==> src/rtl/sha_pkg.sv <==
// Shared definitions for the SHA message padder.
//   BLOCK_W       : width of one hash block in bits (512)
//   DEFAULT_LEN_W : default width of the appended message bit-length field
//   PAD_BYTE      : marker byte placed right after the last message byte
//   state_e       : padder FSM states
package sha_pkg;

    localparam int BLOCK_W       = 512;
    localparam int DEFAULT_LEN_W = 64;
    localparam logic [7:0] PAD_BYTE = 8'h80;

    typedef enum logic [1:0] {
        FILL  = 2'd0,
        FULL  = 2'd1,
        TAIL1 = 2'd2,
        TAIL2 = 2'd3
    } state_e;

endpackage

==> src/rtl/sha_pad_tail.sv <==
// Combinational assembly of the final block(s) of a message.
// Ports:
//   data_i  : block buffer holding the message bytes, byte 0 in the MSBs
//   resid_i : number of valid message bytes in data_i (0..64)
//   len_i   : message length in bits (mod 2^LEN_W)
//   blk1_o  : first tail block (data, 0x80, zeros, length if it fits)
//   blk2_o  : second tail block (zeros and length, 0x80 first when resid_i==64)
//   two_o   : high when the length does not fit and blk2_o must be sent too
module sha_pad_tail
    import sha_pkg::*;
#(
    parameter int LEN_W = DEFAULT_LEN_W
) (
    input  logic [BLOCK_W-1:0] data_i,
    input  logic [6:0]         resid_i,
    input  logic [LEN_W-1:0]   len_i,
    output logic [BLOCK_W-1:0] blk1_o,
    output logic [BLOCK_W-1:0] blk2_o,
    output logic               two_o
);

    logic [63:0] len64;

    always_comb begin
        len64  = 64'(len_i);
        two_o  = (resid_i >= 7'd56);
        blk1_o = '0;
        blk2_o = '0;

        // Bytes past the residual are rebuilt from zero, so stale buffer
        // content and discarded bytes of the last word never leak out.
        for (int i = 0; i < 64; i++) begin
            if (7'(i) < resid_i) begin
                blk1_o[BLOCK_W-1-8*i -: 8] = data_i[BLOCK_W-1-8*i -: 8];
            end else if (7'(i) == resid_i) begin
                blk1_o[BLOCK_W-1-8*i -: 8] = PAD_BYTE;
            end
        end

        if (!two_o) begin
            blk1_o[63:0] = len64;
        end

        // A completely full data block pushes the marker into the next block.
        if (resid_i == 7'd64) begin
            blk2_o[BLOCK_W-1 -: 8] = PAD_BYTE;
        end
        blk2_o[63:0] = len64;
    end

endmodule

==> src/rtl/sha_block_padder.sv <==
// SHA-1/SHA-2 style message padder: packs a stream of message words into
// 512-bit blocks, appends the 0x80 marker, zero fill and the big-endian
// message bit length, and hands blocks to a hash core with valid/ready.
// Optional feature macro: SHA_PAD_BLKCNT_EN adds blk_count.
// Ports:
//   clk, reset          : clock, asynchronous active-low reset
//   in_valid/in_ready   : message word handshake
//   in_data             : message word, first byte in the MSBs
//   in_last, in_bytes   : final word flag and its valid byte count
//   blk_valid/blk_ready : block handshake towards the hash core
//   blk_data, blk_last  : 512-bit block, final-block flag
//   busy                : padder holds message state or a pending block
//   blk_count           : (SHA_PAD_BLKCNT_EN) blocks transferred since reset
module sha_block_padder
    import sha_pkg::*;
#(
    parameter int WORD_W = 32,  // 32 or 64
    parameter int LEN_W  = DEFAULT_LEN_W
) (
    input  logic                          clk,
    input  logic                          reset,
    input  logic                          in_valid,
    output logic                          in_ready,
    input  logic [WORD_W-1:0]             in_data,
    input  logic                          in_last,
    input  logic [$clog2(WORD_W/8):0]     in_bytes,
    output logic                          blk_valid,
    input  logic                          blk_ready,
    output logic [BLOCK_W-1:0]            blk_data,
    output logic                          blk_last,
    output logic                          busy
`ifdef SHA_PAD_BLKCNT_EN
    ,
    output logic [31:0]                   blk_count
`endif
);

    localparam int WB = WORD_W / 8;

    state_e               state_q;
    logic [6:0]           ptr_q;
    logic [LEN_W-1:0]     cnt_q;
    logic [BLOCK_W-1:0]   buf_q;
    logic [BLOCK_W-1:0]   blk_q;
    logic                 blk_last_q;
    logic                 blk_valid_q;
    logic                 in_ready_q;

    logic                 accept;
    logic [6:0]           nbytes;
    logic [WORD_W-1:0]    word_m;
    logic [BLOCK_W-1:0]   buf_d;
    logic [6:0]           resid;
    logic [LEN_W-1:0]     cnt_d;
    logic [LEN_W-1:0]     len_bits;
    logic [BLOCK_W-1:0]   tail1;
    logic [BLOCK_W-1:0]   tail2;
    logic                 two_blk;

    assign accept = in_valid && in_ready_q;

    always_comb begin
        // Bytes taken from this word; in_bytes beyond the word size saturates.
        nbytes = 7'(WB);
        if (in_last) begin
            nbytes = (7'(in_bytes) > 7'(WB)) ? 7'(WB) : 7'(in_bytes);
        end

        word_m = '0;
        for (int b = 0; b < WB; b++) begin
            if (b < int'(nbytes)) begin
                word_m[WORD_W-1-8*b -: 8] = in_data[WORD_W-1-8*b -: 8];
            end
        end

        // The pointer is always word aligned, so only whole-word slots exist.
        buf_d = buf_q;
        for (int k = 0; k < 64 / WB; k++) begin
            if (ptr_q == 7'(k * WB)) begin
                buf_d[BLOCK_W-1-k*WORD_W -: WORD_W] = word_m;
            end
        end

        resid    = ptr_q + nbytes;
        cnt_d    = cnt_q + LEN_W'(nbytes);
        len_bits = cnt_d << 3;
    end

    sha_pad_tail #(
        .LEN_W (LEN_W)
    ) u_tail (
        .data_i  (buf_d),
        .resid_i (resid),
        .len_i   (len_bits),
        .blk1_o  (tail1),
        .blk2_o  (tail2),
        .two_o   (two_blk)
    );

    always_ff @(posedge clk or negedge reset) begin
        if (!reset) begin
            state_q     <= FILL;
            ptr_q       <= '0;
            cnt_q       <= '0;
            buf_q       <= '0;
            blk_q       <= '0;
            blk_last_q  <= 1'b0;
            blk_valid_q <= 1'b0;
            in_ready_q  <= 1'b0;
        end else begin
            case (state_q)
                FILL: begin
                    if (accept && in_last) begin
                        // The buffer is free once the message ends, so it
                        // parks the second tail block until TAIL2.
                        cnt_q       <= cnt_d;
                        blk_q       <= tail1;
                        buf_q       <= tail2;
                        blk_last_q  <= !two_blk;
                        blk_valid_q <= 1'b1;
                        in_ready_q  <= 1'b0;
                        state_q     <= TAIL1;
                    end else if (accept) begin
                        cnt_q <= cnt_d;
                        buf_q <= buf_d;
                        ptr_q <= ptr_q + 7'(WB);
                        if (ptr_q + 7'(WB) == 7'd64) begin
                            blk_q       <= buf_d;
                            blk_last_q  <= 1'b0;
                            blk_valid_q <= 1'b1;
                            in_ready_q  <= 1'b0;
                            state_q     <= FULL;
                        end else begin
                            in_ready_q <= 1'b1;
                        end
                    end else begin
                        in_ready_q <= 1'b1;
                    end
                end
                FULL: begin
                    if (blk_ready) begin
                        ptr_q       <= '0;
                        blk_valid_q <= 1'b0;
                        in_ready_q  <= 1'b1;
                        state_q     <= FILL;
                    end
                end
                TAIL1: begin
                    if (blk_ready) begin
                        if (blk_last_q) begin
                            ptr_q       <= '0;
                            cnt_q       <= '0;
                            blk_last_q  <= 1'b0;
                            blk_valid_q <= 1'b0;
                            in_ready_q  <= 1'b1;
                            state_q     <= FILL;
                        end else begin
                            blk_q      <= buf_q;
                            blk_last_q <= 1'b1;
                            state_q    <= TAIL2;
                        end
                    end
                end
                TAIL2: begin
                    if (blk_ready) begin
                        ptr_q       <= '0;
                        cnt_q       <= '0;
                        blk_last_q  <= 1'b0;
                        blk_valid_q <= 1'b0;
                        in_ready_q  <= 1'b1;
                        state_q     <= FILL;
                    end
                end
                default: begin
                    state_q <= FILL;
                end
            endcase
        end
    end

    assign in_ready  = in_ready_q;
    assign blk_valid = blk_valid_q;
    assign blk_data  = blk_q;
    assign blk_last  = blk_last_q;
    assign busy      = !((state_q == FILL) && (ptr_q == 7'd0));

`ifdef SHA_PAD_BLKCNT_EN
    logic [31:0] blk_count_q;

    always_ff @(posedge clk or negedge reset) begin
        if (!reset) begin
            blk_count_q <= '0;
        end else if (blk_valid_q && blk_ready) begin
            blk_count_q <= blk_count_q + 32'd1;
        end
    end

    assign blk_count = blk_count_q;
`endif

endmodule

==> config.mk <==
export PLATFORM = sky130hd
export DESIGN_NAME = sha_block_padder
export DESIGN_NICKNAME = d
export VERILOG_FILES = /design/src/rtl/sha_pkg.sv /design/src/rtl/sha_pad_tail.sv /design/src/rtl/sha_block_padder.sv
export SDC_FILE = /design/constraint.sdc
export NUM_CORES = 2
export LEC_CHECK = 0
export BUFFER_PORTS_ARGS = -buffer_cell sky130_fd_sc_hd__buf_4
export CAP_MARGIN = 30
export CORE_ASPECT_RATIO = 0.8
export CORE_MARGIN = 10
export CORE_UTILIZATION = 29
export CTS_BUF_LIST = sky130_fd_sc_hd__clkbuf_4
export DETAILED_ROUTE_END_ITERATION = 10
export PLACE_DENSITY_LB_ADDON = 0.25
export SYNTH_ARGS = -nofsm -noshare
export SYNTH_HDL_FRONTEND = slang
export SYNTH_SLANG_ARGS = --single-unit
export TNS_END_PERCENT = 50
==> constraint.sdc <==
create_clock -name clk -period 5.8 [get_ports clk]
set_clock_uncertainty 0.05 [all_clocks]
set_input_delay 0.29 -clock clk [delete_from_list [all_inputs] [get_ports clk]]
set_output_delay 0.29 -clock clk [all_outputs]
set_load 0.02 [all_outputs]
# Word-level counts from Yosys, hierarchy flattened
# Cells that the tools add are included.
totals:
  regBits: 1100
  input_bits: 40
  output_inout_bits: 516
  elab_cells: 392
op_classes:
  addsub: 3
  n_lt_le_gt_ge: 70
  eq_ne: 92
  muxes: 199
  reduce_logical: 20
op_table:
  columns: ["operator", "n"]
  rows:
  - ["2-to-1 mux 512 bit", 7]
  - ["2-to-1 mux 8 bit", 133]
  - ["one-hot mux 512 bit (2 select lines)", 1]
  - ["2-to-1 mux 32 bit", 16]
  - ["2-to-1 mux 64 bit", 6]
  - ["equality test 6 x 7 -> 1 bit, first input constant", 32]
  - ["< comparator 6 x 7 -> 1 bit, first input constant", 32]
  - ["one-hot mux 64 bit (3 select lines)", 1]
  - ["equality test 5 x 7 -> 1 bit, first input constant", 16]
  - ["< comparator 5 x 7 -> 1 bit, first input constant", 16]
  - ["adder 64 x 7 -> 64 bit", 1]
  - ["equality test 4 x 7 -> 1 bit, first input constant", 8]
  - ["equality test 7 x 6 -> 1 bit, second input constant", 8]
  - ["< comparator 4 x 7 -> 1 bit, first input constant", 8]
  - ["2-to-1 mux 7 bit", 5]
  - ["equality test 3 x 7 -> 1 bit, first input constant", 4]
  - ["equality test 7 x 5 -> 1 bit, second input constant", 4]
  - ["< comparator 1 x 7 -> 1 bit, first input constant", 4]
  - ["< comparator 2 x 7 -> 1 bit, first input constant", 4]
  - ["< comparator 3 x 7 -> 1 bit, first input constant", 4]
  - ["AND reduction 5 bit", 5]
  - ["one-hot mux 7 bit (3 select lines)", 1]
  - ["2-to-1 mux 1 bit", 17]
  - ["equality test 2 x 7 -> 1 bit, first input constant", 2]
  - ["other kinds (27)", 49]

# Longest topological paths before layout
depth:
  depth_word: 10
  mapped_depth: 16
  depth_no_buf: 10

# Hierarchy
# From an unflattened synthesis, not the netlist that was laid out.
hier_totals:
  cells_unflattened: 8395
  area_unflattened_um2: 70649.0
by_module_without_submodules:
  columns: ["module", "n_inst", "cells_each", "area_per_inst_um2"]
  rows:
  - ["sha_block_padder", 1, 7085, 61716.7]
  - ["sha_pad_tail", 1, 1310, 8932.3]

# Worst setup path before layout
# OpenSTA, ideal clock, no wires.
synth_timing:
  path_kind: "input to register"
  from: "input port in_last"
  to: "register blk_q[399] (netlist: blk_data[399])"
  t_arrival_ps: 3672
  required_ps: 5624
  path_slack_ps: 1952
  path_stages: 15
  path_buffers: 7
  path_cell_list: "clkbuf_1 nand2b_1 clkbuf_1 clkbuf_1 buf_1 ha_1 clkbuf_1 a21oi_2 or4_1 buf_2 a2111oi_4 buf_2 a21oi_1 a221oi_1 nor2_1"
synth_via:
  elab_chain_cells: 8
  word_cells_on_any_way: 17
  classes_between: "add/sub: 1; order compare: 2; eq/ne: 3; mux: 9; reduce/logical: 2"
synth_lines:
  columns: ["item", "line", "text"]
  rows:
  - ["start: declaration", "sha_block_padder.sv:25", "input logic in_last,"]
  - ["branches (longest 8 deep; another with adder 7 bit)", null, null]
  - ["end signal: assignment", "sha_block_padder.sv:117", "blk_q <= tail1;"]
  - ["end signal: assignment", "sha_block_padder.sv:128", "blk_q <= buf_d;"]
  - ["end signal: assignment", "sha_block_padder.sv:158", "blk_q <= buf_q;"]
  - ["end: declaration", "sha_block_padder.sv:44", "logic [BLOCK_W-1:0] blk_q;"]
# Parallel ways; which one is timed is not known. The select of a mux whose other input is x is not followed.
# A chain may end at the register's enable or synchronous reset.

# Worst setup path in the final report
layout_timing:
  from: "register ptr_q[5]"
  to: "register state_q[0]"
layout_via:
  elab_chain_cells: 4
layout_lines:
  columns: ["item", "line", "text"]
  rows:
  - ["start: declaration", "sha_block_padder.sv:41", "logic [6:0] ptr_q;"]
  - ["start signal: assignment", "sha_block_padder.sv:126", "ptr_q <= ptr_q + 7'(WB);"]
  - ["adder 7 x 3 -> 7 bit", "sha_block_padder.sv:127", "if (ptr_q + 7'(WB) == 7'd64) begin"]
  - ["equality test 7 bit", "sha_block_padder.sv:127", null]
  - ["inequality test 3 bit (no line)", null, null]
  - ["AND reduction 4 bit (no line)", null, null]
  - ["end signal: assignment", "sha_block_padder.sv:122", "state_q <= TAIL1;"]
  - ["end signal: assignment", "sha_block_padder.sv:132", "state_q <= FULL;"]
  - ["end signal: assignment", "sha_block_padder.sv:145", "state_q <= FILL;"]
  - ["end: declaration", "sha_block_padder.sv:40", "state_e state_q;"]
# No other way between the ends.

==> reports/summary.txt <==
Final Critical Period = 4.87 ns
Routed vias/inst = 5.83
Synth top area share = 50.3%
Global route overflow = 0
RSZ-0062 raised after global routing = false
Number of port buffers = 555
Post-DP HPWL = 196000 um
Initial Util = 29.1%
Fillers = 19300
Fin. Hold Viols = 0
Pin count of the biggest net entering global routing = 150
VDD IR max = 289 uV
Post-Syn Nets = 6256
Worst endpoint data arrival time = 6.05 ns
CP max stage delay = 0.78 ns
Die area = 0.206 mm2
Clock sinks = 1095
Post-CTS Repair Setup Buffers = 0
Place WS = 1.31 ns
Sequential Area = 0.0274 mm2
# resized after CTS = 0
Worst hold margin = 0.156 ns
First-pass GRT wire length = 410000 um
Final worst slack = 0.931 ns
Sequential fraction of the synthesis area = 50.3%
Clock slew seen by the registers of the worst setup and hold paths = 0.09 ns
Ys async rst share = 100%
Crit path capture type = flop
Rows = 142
Gr usage total = 27.0%
Final ANT Viol Nets = 0
Max cap viols = 0
Initial DRC count = 7233
Biggest area contributors in the synthesized netlist = dfrtp_1 50%, o21ai_0 7.6%, nand2_1 5.9%, nor2_1 5.0%, a21oi_1 4.4%
Multi-input gate area = 0.0251 mm2
Top_reg_cell synth = dfrtp_1
Initial antenna violation count = 34
Slowest stage cell, crit path = o21ai_1
Fin crit share = 84.0%
Final instance area = 0.0667 mm2
GP Congestion = 1.00
Vias in the first global route = 53000
Netlist Area Pre-Place = 0.0545 mm2
Ports = 556
DR vias = 55700
Most used cell, CP = buf_4
CTS Buf Count = 316
Drt drc = 0
Distinct cells, synth = 80
Die height = 408 um
CP Cell Sequence = buf_4, nor2b_1, a32oi_1, o21ai_1, buf_4, and2_1, buf_4, a211oi_1, a21oi_1, dlygate4sd3_1
Setup Viol. Count Final = 0
Number of synthesized flops with an enable pin = 0
Root Driver = clkbuf_4
TritonCTS clock tree = built
Power consumption = 35.6 mW
YS warnings = 0
Final Util = 35.6%
Yosys reg bits = 1095
Power density cells = 533 mW/mm2
Placed instance area = 0.0622 mm2
Reg power frac = 34.7%
Sw frac = 45.8%
Status = finished clean
Setup TNS = 0 ns
Worst hold path class = input port to flop
Combinational share of power = 45.0%
WS Path Type = flop to flop
Fmax = 0.205 GHz
Clock latency on the worst-skew pair = 1.44 ns
Drt pass-1 iters = 7
Core area = 0.187 mm2
Layout area overhead = 22.4%
Top cell type by total area after synthesis = dfrtp_1
Drt wl/cell = 30.5 um
Die X = 505 um
Worst-Margin Slew = 1.14 ns
Mapped Cells = 6205
CP Max Fanout = 13
H-tree depth = 5
Psw = 16.3 mW
Max transition margin = 23.7%
# placed instances = 8962
Clock Tree Buf Depth = 4
Nets = 6887
Layout cells sized above 1 = 19.6%
Non-Filler Instances = 9554
Clk pwr share = 20.3%
Post-Route WL = 291000 um
WP data required = 6.98 ns
Leak = 28.7 nW
Mean Syn Cell Area = 8.78 um2
Fin. max-slew vios = 0
Internal = 19.3 mW
Worst setup SP type = flop
==> power by group through the flow <==
stage          logic [mW]  registers (mW)  clock network (mW)
2_1_floorplan        6.95            13.5                   0
3_3_place_gp         15.6            12.4                   0
3_5_place_dp         15.8            12.4                   0
4_1_cts              15.9            12.3                7.34
5_1_grt              17.1            12.6                7.79
6_report             16.0            12.3                7.21
==> flip-flops by register name, summed over array words and instances, names as in the netlist <==
register,count
in_ready,1
cnt_q,61
blk_data,512
buf_q,512
blk_last,1
blk_valid,1
state_q,2
ptr_q,5
==> logic make-up (layout without fill, tap and decap cells) <==
family	count (synthesis)	in the layout	share of synthesized area (%)
other	1	20	0.00689
multiplexers	22	22	0.409
flip-flops	1095	1095	50.3
XOR/XNOR	48	48	0.772
AO/OA/AOI/OAI	2449	2449	28.7
buffers and inverters	602	1412	4.23
AND/OR/NAND/NOR	1977	1977	15.3
adder cells (fa/ha/maj)	11	11	0.266
==> cells in the final DEF, fill, tap and decap left out, types with 28 or more instances in the layout <==
cell type,count
a22oi_1,295
o22ai_1,58
a221o_1,63
nand4_1,31
o21ai_0,819
a21boi_0,48
nand3_1,88
nor4_1,28
clkinv_1,35
dlygate4sd3_1,67
a221oi_1,140
buf_4,775
a2bb2oi_1,73
inv_1,33
a21o_1,30
a21oi_1,475
clkbuf_4,457
o21a_1,35
dfrtp_1,1095
nor2_1,704
o221ai_1,35
o31ai_1,61
and2_1,47
xnor2_1,28
o211ai_1,49
a31oi_1,53
nor3_1,75
nand2_1,853
==> layout make-up <==
class                   instances  area share (%)
diodes                         19          0.0713
clock buffers                 457            5.14
clock inverters                40           0.310
inverters                      35           0.197
multi-input cells            4508            37.7
flip-flops and latches       1095            41.1
well taps                    2520            4.73
repair buffers                880            10.8
==> worst max-delay path, delay by kind of cell, from the launching register on <==
| family | cells | cell delay, ns |
|---|---|---|
| flip-flops | 1 | 0.60 |
| buffers and inverters | 4 | 1.58 |
| AND/OR/NAND/NOR | 2 | 1.15 |
| AO/OA/AOI/OAI | 4 | 1.37 |
==> metal layers <==
metal / wire length [um] / vias to the layer above / share of wire [%] / global-route usage, %
met2: 123000 / 3222 / 42 / 39.0
met4: 17200 / 6 / 5.9 / 14.7
met1: 119000 / 27800 / 41 / 35.8
met5: 41 / - / 0.014 / 0
li1: - / 24000 / - / -
met3: 32300 / 657 / 11 / 8.63
==> worst paths after layout <==
check / slack, ns / startpoint / to / depth (start not counted)
max: 0.93 / ptr_q[5] / state_q[0] / 10
min: 0.16 / in_valid / buf_q[511] / 6
max reg2reg: 0.93 / ptr_q[5] / state_q[0] / 10
min reg2reg: 0.38 / buf_q[63] / blk_data[63] / 2
max in group asynchronous: 4.43 / reset / blk_data[450] / 4
min in group asynchronous: 0.29 / reset / cnt_q[32] / 4
==> what timing repair did <==
item	CTS	global route
endpoints found under the hold margin	1773	0
endpoints found under the setup margin	0	0
hold buffers	69	0
==> cell usage after synthesis, types with 31 or more instances <==
library cell,count
o211ai_1,49
a21oi_1,475
dfrtp_1,1095
o21a_1,35
o221ai_1,35
and2_1,48
a2bb2oi_1,73
nand2_1,860
buf_2,35
a31oi_1,53
nor3_1,76
nand4_1,31
buf_1,49
nor2_1,721
o21ai_0,830
inv_1,33
clkbuf_1,483
a22oi_1,295
a221o_1,63
o31ai_1,61
nand3_1,95
a221oi_1,140
o22ai_1,58
a21boi_0,49
Power figures use the tool's default switching activity.
